--- src/rtl/vend_coin_scheduler_if.sv ---
// Bundle shared between the coin scheduler and its environment.
// Slot side: slot_coin_5/slot_coin_10 in, reject/vend_done/change_done out.
// Core side: coin_5/coin_10 out, dispense/change_5 in.
// Status: owner, owner_valid, err.
// master = scheduler, slave = environment (slots plus vending core).
interface vend_coin_scheduler_if #(
  parameter int unsigned N_SLOTS = 2
);
  localparam int unsigned OW = (N_SLOTS > 1) ? $clog2(N_SLOTS) : 1;

  logic [N_SLOTS-1:0] slot_coin_5;
  logic [N_SLOTS-1:0] slot_coin_10;
  logic               coin_5;
  logic               coin_10;
  logic               dispense;
  logic               change_5;
  logic [OW-1:0]      owner;
  logic               owner_valid;
  logic [N_SLOTS-1:0] reject;
  logic [N_SLOTS-1:0] vend_done;
  logic [N_SLOTS-1:0] change_done;
  logic               err;

  modport master (
    input  slot_coin_5, slot_coin_10, dispense, change_5,
    output coin_5, coin_10, owner, owner_valid, reject, vend_done,
           change_done, err
  );

  modport slave (
    output slot_coin_5, slot_coin_10, dispense, change_5,
    input  coin_5, coin_10, owner, owner_valid, reject, vend_done,
           change_done, err
  );
endinterface

--- src/rtl/vend_coin_scheduler.sv ---
// Shares one vending core between N_SLOTS coin slots. Each slot buffers coins
// in a small FIFO; sessions are granted round-robin and the owner's coins are
// fed to the core one per cycle until credit reaches 15, then one HOLD cycle
// lines up with the core's dispense cycle while a shadow credit checks it.
// Ports: clk, rst (sync, active-high), bus (vend_coin_scheduler_if.master).
module vend_coin_scheduler #(
  parameter int unsigned N_SLOTS    = 2,
  parameter int unsigned FIFO_DEPTH = 4
) (
  input logic                   clk,
  input logic                   rst,
  vend_coin_scheduler_if.master bus
);
  localparam int unsigned OW = (N_SLOTS > 1) ? $clog2(N_SLOTS) : 1;
  localparam int unsigned AW = (FIFO_DEPTH > 1) ? $clog2(FIFO_DEPTH) : 1;
  localparam int unsigned PW = AW + 1;
  localparam int unsigned CW = 3;

  typedef enum logic [1:0] {IDLE, SESSION, HOLD} state_t;

  state_t             state, state_nxt;
  logic [OW-1:0]      owner_q, owner_nxt, rr_ptr, rr_nxt, grant;
  logic               grant_found;
  logic [CW-1:0]      credit, credit_nxt;
  logic               err_q, err_set;
  logic [N_SLOTS-1:0] reject_q;
  logic               coin_5_c, coin_10_c;
  logic [N_SLOTS-1:0] vend_done_c, change_done_c;
  int unsigned        idx;

  logic [FIFO_DEPTH-1:0] mem    [N_SLOTS];
  logic [PW-1:0]         wr_ptr [N_SLOTS];
  logic [PW-1:0]         rd_ptr [N_SLOTS];
  logic [N_SLOTS-1:0]    empty, full, head, pop, push, push_bad;

  // FIFO status; the extra pointer bit separates full from empty
  always_comb begin
    for (int unsigned i = 0; i < N_SLOTS; i++) begin
      empty[i] = (wr_ptr[i] == rd_ptr[i]);
      full[i]  = (wr_ptr[i][AW] != rd_ptr[i][AW]) &&
                 (wr_ptr[i][AW-1:0] == rd_ptr[i][AW-1:0]);
      head[i]  = mem[i][rd_ptr[i][AW-1:0]];
    end
  end

  // Push acceptance; a full FIFO still takes a coin when it pops that cycle
  always_comb begin
    for (int unsigned i = 0; i < N_SLOTS; i++) begin
      push[i]     = (bus.slot_coin_5[i] ^ bus.slot_coin_10[i]) &&
                    (!full[i] || pop[i]);
      push_bad[i] = (bus.slot_coin_5[i] && bus.slot_coin_10[i]) ||
                    ((bus.slot_coin_5[i] ^ bus.slot_coin_10[i]) &&
                     full[i] && !pop[i]);
    end
  end

  // Next state, pops and core-facing outputs
  always_comb begin
    state_nxt     = state;
    owner_nxt     = owner_q;
    rr_nxt        = rr_ptr;
    credit_nxt    = credit;
    pop           = '0;
    coin_5_c      = 1'b0;
    coin_10_c     = 1'b0;
    vend_done_c   = '0;
    change_done_c = '0;
    grant         = '0;
    grant_found   = 1'b0;
    idx           = 0;

    // first non-empty slot at or after rr_ptr, wrapping
    for (int unsigned k = 0; k < N_SLOTS; k++) begin
      idx = 32'(rr_ptr) + k;
      if (idx >= N_SLOTS) idx = idx - N_SLOTS;
      if (!grant_found && !empty[OW'(idx)]) begin
        grant       = OW'(idx);
        grant_found = 1'b1;
      end
    end

    case (state)
      IDLE: begin
        if (grant_found) begin
          owner_nxt = grant;
          state_nxt = SESSION;
        end
      end
      SESSION: begin
        if (!empty[owner_q]) begin
          pop[owner_q] = 1'b1;
          coin_10_c    = head[owner_q];
          coin_5_c     = !head[owner_q];
          credit_nxt   = credit + (head[owner_q] ? 3'd2 : 3'd1);
          if (credit_nxt >= 3'd3) state_nxt = HOLD;
        end
      end
      HOLD: begin
        vend_done_c[owner_q]   = 1'b1;
        change_done_c[owner_q] = (credit == 3'd4);
        state_nxt              = IDLE;
        credit_nxt             = '0;
        rr_nxt                 = (owner_q == OW'(N_SLOTS - 1)) ? '0 : owner_q + OW'(1);
      end
      default: state_nxt = IDLE;
    endcase
  end

  // Core response check against the shadow credit
  always_comb begin
    if (state == HOLD) err_set = !bus.dispense || (bus.change_5 != (credit == 3'd4));
    else               err_set = bus.dispense;
  end

  // Control state, FIFO pointers and registered flags
  always_ff @(posedge clk) begin
    if (rst) begin
      state    <= IDLE;
      owner_q  <= '0;
      rr_ptr   <= '0;
      credit   <= '0;
      err_q    <= 1'b0;
      reject_q <= '0;
      for (int unsigned i = 0; i < N_SLOTS; i++) begin
        wr_ptr[i] <= '0;
        rd_ptr[i] <= '0;
      end
    end else begin
      state    <= state_nxt;
      owner_q  <= owner_nxt;
      rr_ptr   <= rr_nxt;
      credit   <= credit_nxt;
      err_q    <= err_q | err_set;
      reject_q <= push_bad;
      for (int unsigned i = 0; i < N_SLOTS; i++) begin
        if (push[i]) wr_ptr[i] <= wr_ptr[i] + PW'(1);
        if (pop[i])  rd_ptr[i] <= rd_ptr[i] + PW'(1);
      end
    end
  end

  // FIFO storage: 0 = 5, 1 = 10
  always_ff @(posedge clk) begin
    for (int unsigned i = 0; i < N_SLOTS; i++) begin
      if (push[i]) mem[i][wr_ptr[i][AW-1:0]] <= bus.slot_coin_10[i];
    end
  end

  assign bus.coin_5      = coin_5_c;
  assign bus.coin_10     = coin_10_c;
  assign bus.owner       = owner_q;
  assign bus.owner_valid = (state != IDLE);
  assign bus.reject      = reject_q;
  assign bus.vend_done   = vend_done_c;
  assign bus.change_done = change_done_c;
  assign bus.err         = err_q;
endmodule

--- src/flat_wrapper.sv ---
// flat-port wrapper written by rule: the top's interface ports become plain ports
module vend_coin_scheduler_flat 
#(
  parameter int unsigned N_SLOTS    = 2,
  parameter int unsigned FIFO_DEPTH = 4
)
  (clk, rst, bus_slot_coin_5, bus_slot_coin_10, bus_dispense, bus_change_5, bus_coin_5, bus_coin_10, bus_owner, bus_owner_valid, bus_reject, bus_vend_done, bus_change_done, bus_err);
  vend_coin_scheduler_if #(.N_SLOTS(N_SLOTS)) bus_i ();
  input logic clk;
  input logic rst;
  input wire logic [$bits(bus_i.slot_coin_5)-1:0] bus_slot_coin_5;
  input wire logic [$bits(bus_i.slot_coin_10)-1:0] bus_slot_coin_10;
  input wire logic [$bits(bus_i.dispense)-1:0] bus_dispense;
  input wire logic [$bits(bus_i.change_5)-1:0] bus_change_5;
  output wire logic [$bits(bus_i.coin_5)-1:0] bus_coin_5;
  output wire logic [$bits(bus_i.coin_10)-1:0] bus_coin_10;
  output wire logic [$bits(bus_i.owner)-1:0] bus_owner;
  output wire logic [$bits(bus_i.owner_valid)-1:0] bus_owner_valid;
  output wire logic [$bits(bus_i.reject)-1:0] bus_reject;
  output wire logic [$bits(bus_i.vend_done)-1:0] bus_vend_done;
  output wire logic [$bits(bus_i.change_done)-1:0] bus_change_done;
  output wire logic [$bits(bus_i.err)-1:0] bus_err;
  assign bus_i.slot_coin_5 = bus_slot_coin_5;
  assign bus_i.slot_coin_10 = bus_slot_coin_10;
  assign bus_i.dispense = bus_dispense;
  assign bus_i.change_5 = bus_change_5;
  assign bus_coin_5 = bus_i.coin_5;
  assign bus_coin_10 = bus_i.coin_10;
  assign bus_owner = bus_i.owner;
  assign bus_owner_valid = bus_i.owner_valid;
  assign bus_reject = bus_i.reject;
  assign bus_vend_done = bus_i.vend_done;
  assign bus_change_done = bus_i.change_done;
  assign bus_err = bus_i.err;
  vend_coin_scheduler #(.N_SLOTS(N_SLOTS), .FIFO_DEPTH(FIFO_DEPTH)) u_core (.clk(clk), .rst(rst), .bus(bus_i));
endmodule
--- config.mk ---
export PLATFORM = sky130hd
export DESIGN_NAME = vend_coin_scheduler_flat
export DESIGN_NICKNAME = d
export VERILOG_FILES = /design/src/rtl/vend_coin_scheduler_if.sv /design/src/rtl/vend_coin_scheduler.sv /design/src/flat_wrapper.sv
export SDC_FILE = /design/constraint.sdc
export NUM_CORES = 1
export LEC_CHECK = 0
export CAP_MARGIN = 10
export CELL_PAD_IN_SITES_DETAIL_PLACEMENT = 0
export CELL_PAD_IN_SITES_GLOBAL_PLACEMENT = 1
export CORE_ASPECT_RATIO = 0.7
export CORE_MARGIN = 4
export CORE_UTILIZATION = 54
export DETAILED_ROUTE_END_ITERATION = 8
export DONT_BUFFER_PORTS = 1
export PLACE_DENSITY_LB_ADDON = 0.1
export SLEW_MARGIN = 25
export SYNTH_ARGS = -nofsm -noshare
export SYNTH_HDL_FRONTEND = slang
export SYNTH_SLANG_ARGS = --single-unit
export TNS_END_PERCENT = 20
--- constraint.sdc ---
create_clock -name clk -period 5.39 [get_ports clk]
set_input_delay 1.078 -clock clk [delete_from_list [all_inputs] [get_ports clk]]
set_output_delay 1.078 -clock clk [all_outputs]
set_load 0.005 [all_outputs]
==> reports/metrics.cfg, run 1 <==
[synthesis]
syn_area_um2=1770
syn-num-nets=177
syn_inst=155
synth-async-reset-ratio=0
ys_seq_area_frac=0.4523
synthFlopType=edfxtp_1
synth-seq-cells=30
synth_warnings=0
syn_avg_cell_area_um2=11.42
synth-edff-count=20
ys_types=45

[layout]
drive_above_1_share=0.1321
seqCellArea_um2=800.8
fill_cells=269
fin_nets=180
area_delta_synth_final_pct=5.866
antennaDiodeCount=0
final_common_cell=edfxtp_1
fin_util=0.5954
multiInputGateArea_um2=912.1
final_cell_mix=edfxtp_1 (20), nor2_1 (15), ha_1 (13)

[clock_tree]
cts_setup_buffers=0
clockBufferDepth=2
clock_latency_ns=0.28
postCtsResizedCells=0
cts-hold-fix-buffers=0
cts_tree=built
cts.clk_slew.worst_paths_ns=0.06
cts_max_level=2
root_buffer=clkbuf_8
cts_sinks=30
numCtsBuffers=5

[floorplan]
die_h_um=55.91
die_w_um=76.44
initial_utilization=0.5624
die_area_um2=4273
ios=19
design.core.area_um2=3148
rows=17

[timing]
max_slew_margin=0.6633
period_needed_ns=2.866
finClkSkew_ns=0.002372
setup_ws_ns=2.524
rsz0062_at_grt=false
final_max_slew_viol_count=0
timing.fmax_ghz=0.3489
timing.final.crit_share=0.5317
final.setup.tns_ns=0
report.final.hold_viol_count=0
setup_violations=0
holdWs_ns=0.4679
tightestPinTransition_ns=0.4985

[worst_setup_path]
setup.worst_path.end_class=output port
crit_path_start_kind=register
arrival_ns=1.79
crit_type=register to output port
path_max_fanout=5
startpoint=u_core.rd_ptr[0][3]
crit_required_ns=4.31
r2r_start=u_core.rd_ptr[0][3]

[route]
via_per_inst=5.543
ant_nets=0
drt_first_pass_iters=4
wl_um=3098
drtIter0Drc=75
dr_total_vias=1092
wire_per_inst_um=15.73
drc_errors=0

[global_route]
grt_overflow=0
grt_pass1_wl_um=5382
antenna_found_initial=0
grt_max_degree=25
grt_util_all_layers=0.1643
grt_pass1_vias=1105

[place]
post-place-ws_ns=2.727
gp_congestion=0.7461
portBuffers=0
dp_hpwl_um=2380

[pwr]
power_mw=1.027
power_density_nw_per_um2=547.8
p_leak_nw=0.7331
peakVddDrop_mv=0.2824

[hold_path]
hp-class=register to register
hold_start=u_core.bus.err

[run]
cap_violations=0

[run_status]
status=finished clean

[area by class of cell]
class	count	area share
clock buffers	8	0.04272
flip-flops and latches	30	0.4272
inverters	9	0.01802
well taps	38	0.02537
multi-input cells	112	0.4866
[kinds of logic after synthesis]
logic type,Yosys count,share of synthesized area
AND/OR/NAND/NOR,61,0.2155
flip-flops,30,0.4523
AO/OA/AOI/OAI,16,0.06289
XOR/XNOR,15,0.08269
adder cells (fa/ha/maj),14,0.1032
buffers and inverters,13,0.03251
multiplexers,6,0.05088
[final timing paths]
check             slack, ns  cells after the start               to
hold reg to reg        0.47                      2   u_core.bus.err
setup reg to reg       2.72                      7  u_core.state[0]
hold / removal         0.47                      2   u_core.bus.err
setup / recovery       2.52                      4       bus_coin_5
[metal layers]
metal  track usage  vias up  part of all wire
li1              -      556                 -
met2        0.2353       20              0.43
met3       0.05016        5             0.050
met4       0.07752        0             0.015
met5             0        -                 0
met1        0.2272      511              0.50
[worst max-delay path, cell delays in order (launching register included)]
cell	delay, ns
edfxtp_1	0.48
mux4_2	0.55
mux2i_2	0.25
inv_2	0.08
nor2_1	0.15
[synth_stat cells (2+ instances only)]
library cell / number / area, µm²
edfxtp_1: 20 / 600.6
nor2_1: 15 / 56.30
ha_1: 13 / 162.7
dfxtp_1: 10 / 200.2
and2_1: 8 / 50.05
inv_1: 8 / 30.03
xnor2_1: 8 / 70.07
nor3_1: 7 / 35.03
nand2b_1: 6 / 37.54
a21oi_1: 5 / 25.02
xor2_1: 5 / 43.79
nor2b_1: 4 / 25.02
o21ai_0: 3 / 15.01
a21o_1: 2 / 15.01
clkbuf_1: 2 / 7.510
mux2i_1: 2 / 20.02
mux4_2: 2 / 45.04
nand2_1: 2 / 7.510
nand3b_1: 2 / 15.01
nor3_2: 2 / 20.02
nor3b_1: 2 / 15.01
nor3b_2: 2 / 25.02
nor4_1: 2 / 12.51
o41ai_1: 2 / 17.52
[stage by stage]
stage               instances  instance area (µm²)
floorplan                 155                 1770
global placement          189                 1794
detailed placement        189                 1794
CTS                       197                 1874
global route              197                 1874
finish                    197                 1874
[power breakdown]
part	leakage, nW	internal (mW)	switching (mW)
logic	0.410	0.195	0.247
registers	0.284	0.327	0.0851
clock network	0.0395	0.0915	0.0805
[state kept, by name, indices dropped and copies added (netlist names)]
name,count
u_core.bus.owner,1
u_core.credit,3
u_core.bus.err,1
u_core.mem,8
u_core.wr_ptr,6
u_core.rr_ptr,1
u_core.rd_ptr,6
u_core.state,2
u_core.bus.reject,2
(Power assumes the default switching activity.)
==> run 2: changes to the inputs <==
CORE_UTILIZATION = 45   (was 54)
clock period = 2.3 ns   (was 5.39 ns; I/O delays follow)
==> reports/metrics.cfg, run 2 (synthesis gave the netlist of run 1 again) <==
[worst_setup_path]
cp.depth=7  ; was 4
arrival_ns=2.62  ; was 1.79 ns
path_max_fanout=2  ; was 5
r2r-end=u_core.state[0]  ; unchanged
startpoint=u_core.rd_ptr[0][3]  ; unchanged
crit_buf_inv=0  ; was 1
crit_slowest_cell=mux4_2  ; unchanged
path_delay_family=multiplexers  ; unchanged
crit_type=register to register  ; was register to output port
reg2reg_depth=7  ; unchanged
crit_path_start_kind=register  ; unchanged
setup.worst_path.end_class=register  ; was output port
worstSetupEndpoint=u_core.state[0]  ; was bus_coin_5
worstPathCellList=mux4_2, mux2i_2, ha_2, fa_2, a21oi_2, a311oi_1, a2111oi_2  ; was mux4_2, mux2i_2, inv_2, nor2_1
crit_required_ns=2.46  ; was 4.31 ns
r2r_start=u_core.rd_ptr[0][3]  ; unchanged
regToRegSetupSlack_ns=-0.16  ; was 2.72 ns
cpPeakStageDelay_ns=0.52  ; was 0.55 ns

[clock_tree]
clockBufferDepth=2  ; unchanged
cts_setup_buffers=0  ; unchanged
cts_sinks=30  ; unchanged
cts.clk_slew.worst_paths_ns=0.06  ; about the same
cts_tree=built  ; unchanged
numCtsBuffers=5  ; unchanged
clock_latency_ns=0.27  ; was 0.28 ns
root_buffer=clkbuf_8  ; unchanged
cts_max_level=2  ; unchanged

[timing]
tightestPinTransition_ns=0.5645  ; was 0.4985 ns
setup_violations=1  ; was 0
max_slew_margin=0.6188  ; was 0.6633
rsz0062_at_grt=true  ; was false
report.final.hold_viol_count=0  ; unchanged
period_needed_ns=2.460
final.setup.tns_ns=-0.1602  ; was 0 ns
setup_ws_ns=-0.1602  ; was 2.524 ns
timing.fmax_ghz=0.4065
timing.final.crit_share=1.070
finClkSkew_ns=0.007119  ; was 0.002372 ns
final_max_slew_viol_count=0  ; unchanged

[global_route]
grt_overflow=0  ; unchanged
grt_pass1_vias=1162  ; was 1105
grt_util_all_layers=0.1455  ; was 0.1643
grt_max_degree=25  ; unchanged
antenna_found_initial=0  ; unchanged
grt_pass1_wl_um=5623  ; was 5382 µm

[layout]
antennaDiodeCount=0  ; unchanged
area_delta_synth_final_pct=14.28  ; was 5.866%
largest_reg_flops=8  ; unchanged
final_common_cell=edfxtp_1  ; unchanged
fin_nets=189  ; was 180
drive_above_1_share=0.2262  ; was 0.1321
final_cell_mix=edfxtp_1 (20), nor2_1 (13), ha_1 (12)  ; was edfxtp_1 (20), nor2_1 (15), ha_1 (13)

[floorplan]
rows=18  ; was 17
die_area_um2=5018  ; was 4273 µm²
design.core.area_um2=3649  ; was 3148 µm²
ios=19  ; unchanged
die_h_um=60.48  ; was 55.91 µm
initial_utilization=0.4853  ; was 0.5624
die_w_um=82.97  ; was 76.44 µm

[route]
dr_total_vias=1141  ; was 1092
drt_first_pass_iters=4  ; unchanged
top_layer=met4  ; unchanged
wl_met2_um=1497  ; was 1343 µm
drc_errors=0  ; unchanged
drtIter0Drc=66  ; was 75
ant_nets=0  ; unchanged
via_per_inst=5.234  ; was 5.543
wire_per_inst_um=15.21  ; was 15.73 µm
wl_met1_um=1636  ; was 1549 µm
wl_met3_um=164  ; was 156 µm
wl_um=3316  ; was 3098 µm

[pwr]
peakVddDrop_mv=0.6732  ; was 0.2824 mV
power_density_nw_per_um2=1375  ; was 547.8 nW/µm²
power_mw=2.782  ; was 1.027 mW
p_leak_nw=0.7953  ; was 0.7331 nW

[place]
gp_congestion=0.7518  ; was 0.7461
post-place-ws_ns=-0.1518  ; was 2.727 ns
dp_hpwl_um=2591  ; was 2380 µm
portBuffers=0  ; unchanged

[run_status]
violations=setup timing
status=finished, violations left  ; was finished clean

[hold_path]
hp-class=primary input to register  ; was register to register

[run]
cap_violations=0  ; unchanged

[run 2: power by group]
group	leakage (nW)	internal [mW]	switching (mW)
sequential	0.284	0.765	0.161
combinational	0.453	0.620	0.699
clock	0.0585	0.353	0.183
total	0.795	1.74	1.04
[run 2: timing repair]
action / 4_1_cts / 5_1_grt
resized for setup: 4 / 1
hold buffers: 0 / 0
setup endpoints to repair: 3 / 4
[run 2: metal layers]
metal / global-route usage / vias to the layer above
li1: - / 573
met1: 0.1880 / 547
met2: 0.2374 / 19
met3: 0.05427 / 2
met4: 0.03497 / 0
met5: 0 / -
[run 2: stage by stage]
stage	instance area, µm²	utilization	hold WS (ns)	cells
floorplan	1777	-	0.4421	155
global placement	1883	0.5161	0.4539	210
detailed placement	1883	0.5161	0.4606	210
CTS	2021	0.5538	0.2448	218
global route	2023	0.5545	0.2380	218
finish	2023	0.5545	0.2555	218
[run 2: cell type report]
cell class	count	area, µm²
clock inverters	1	30.03
inverters	9	33.78
clock buffers	7	86.33
repair buffers	9	67.56
flip-flops and latches	30	800.8
multi-input cells	112	942.2
well taps	50	62.56
fillers	329	1625
[run 2: worst min-delay path by stage]
stage	end	from	depth (start not counted)	slack (ns)
finish	u_core.bus.err	rst	1	0.26
global route	u_core.bus.owner	rst	1	0.24
CTS	u_core.bus.owner	rst	1	0.24
detailed placement	u_core.bus.err	u_core.bus.err	2	0.46
global placement	u_core.bus.err	u_core.bus.err	2	0.45
floorplan	u_core.bus.err	u_core.bus.err	2	0.44
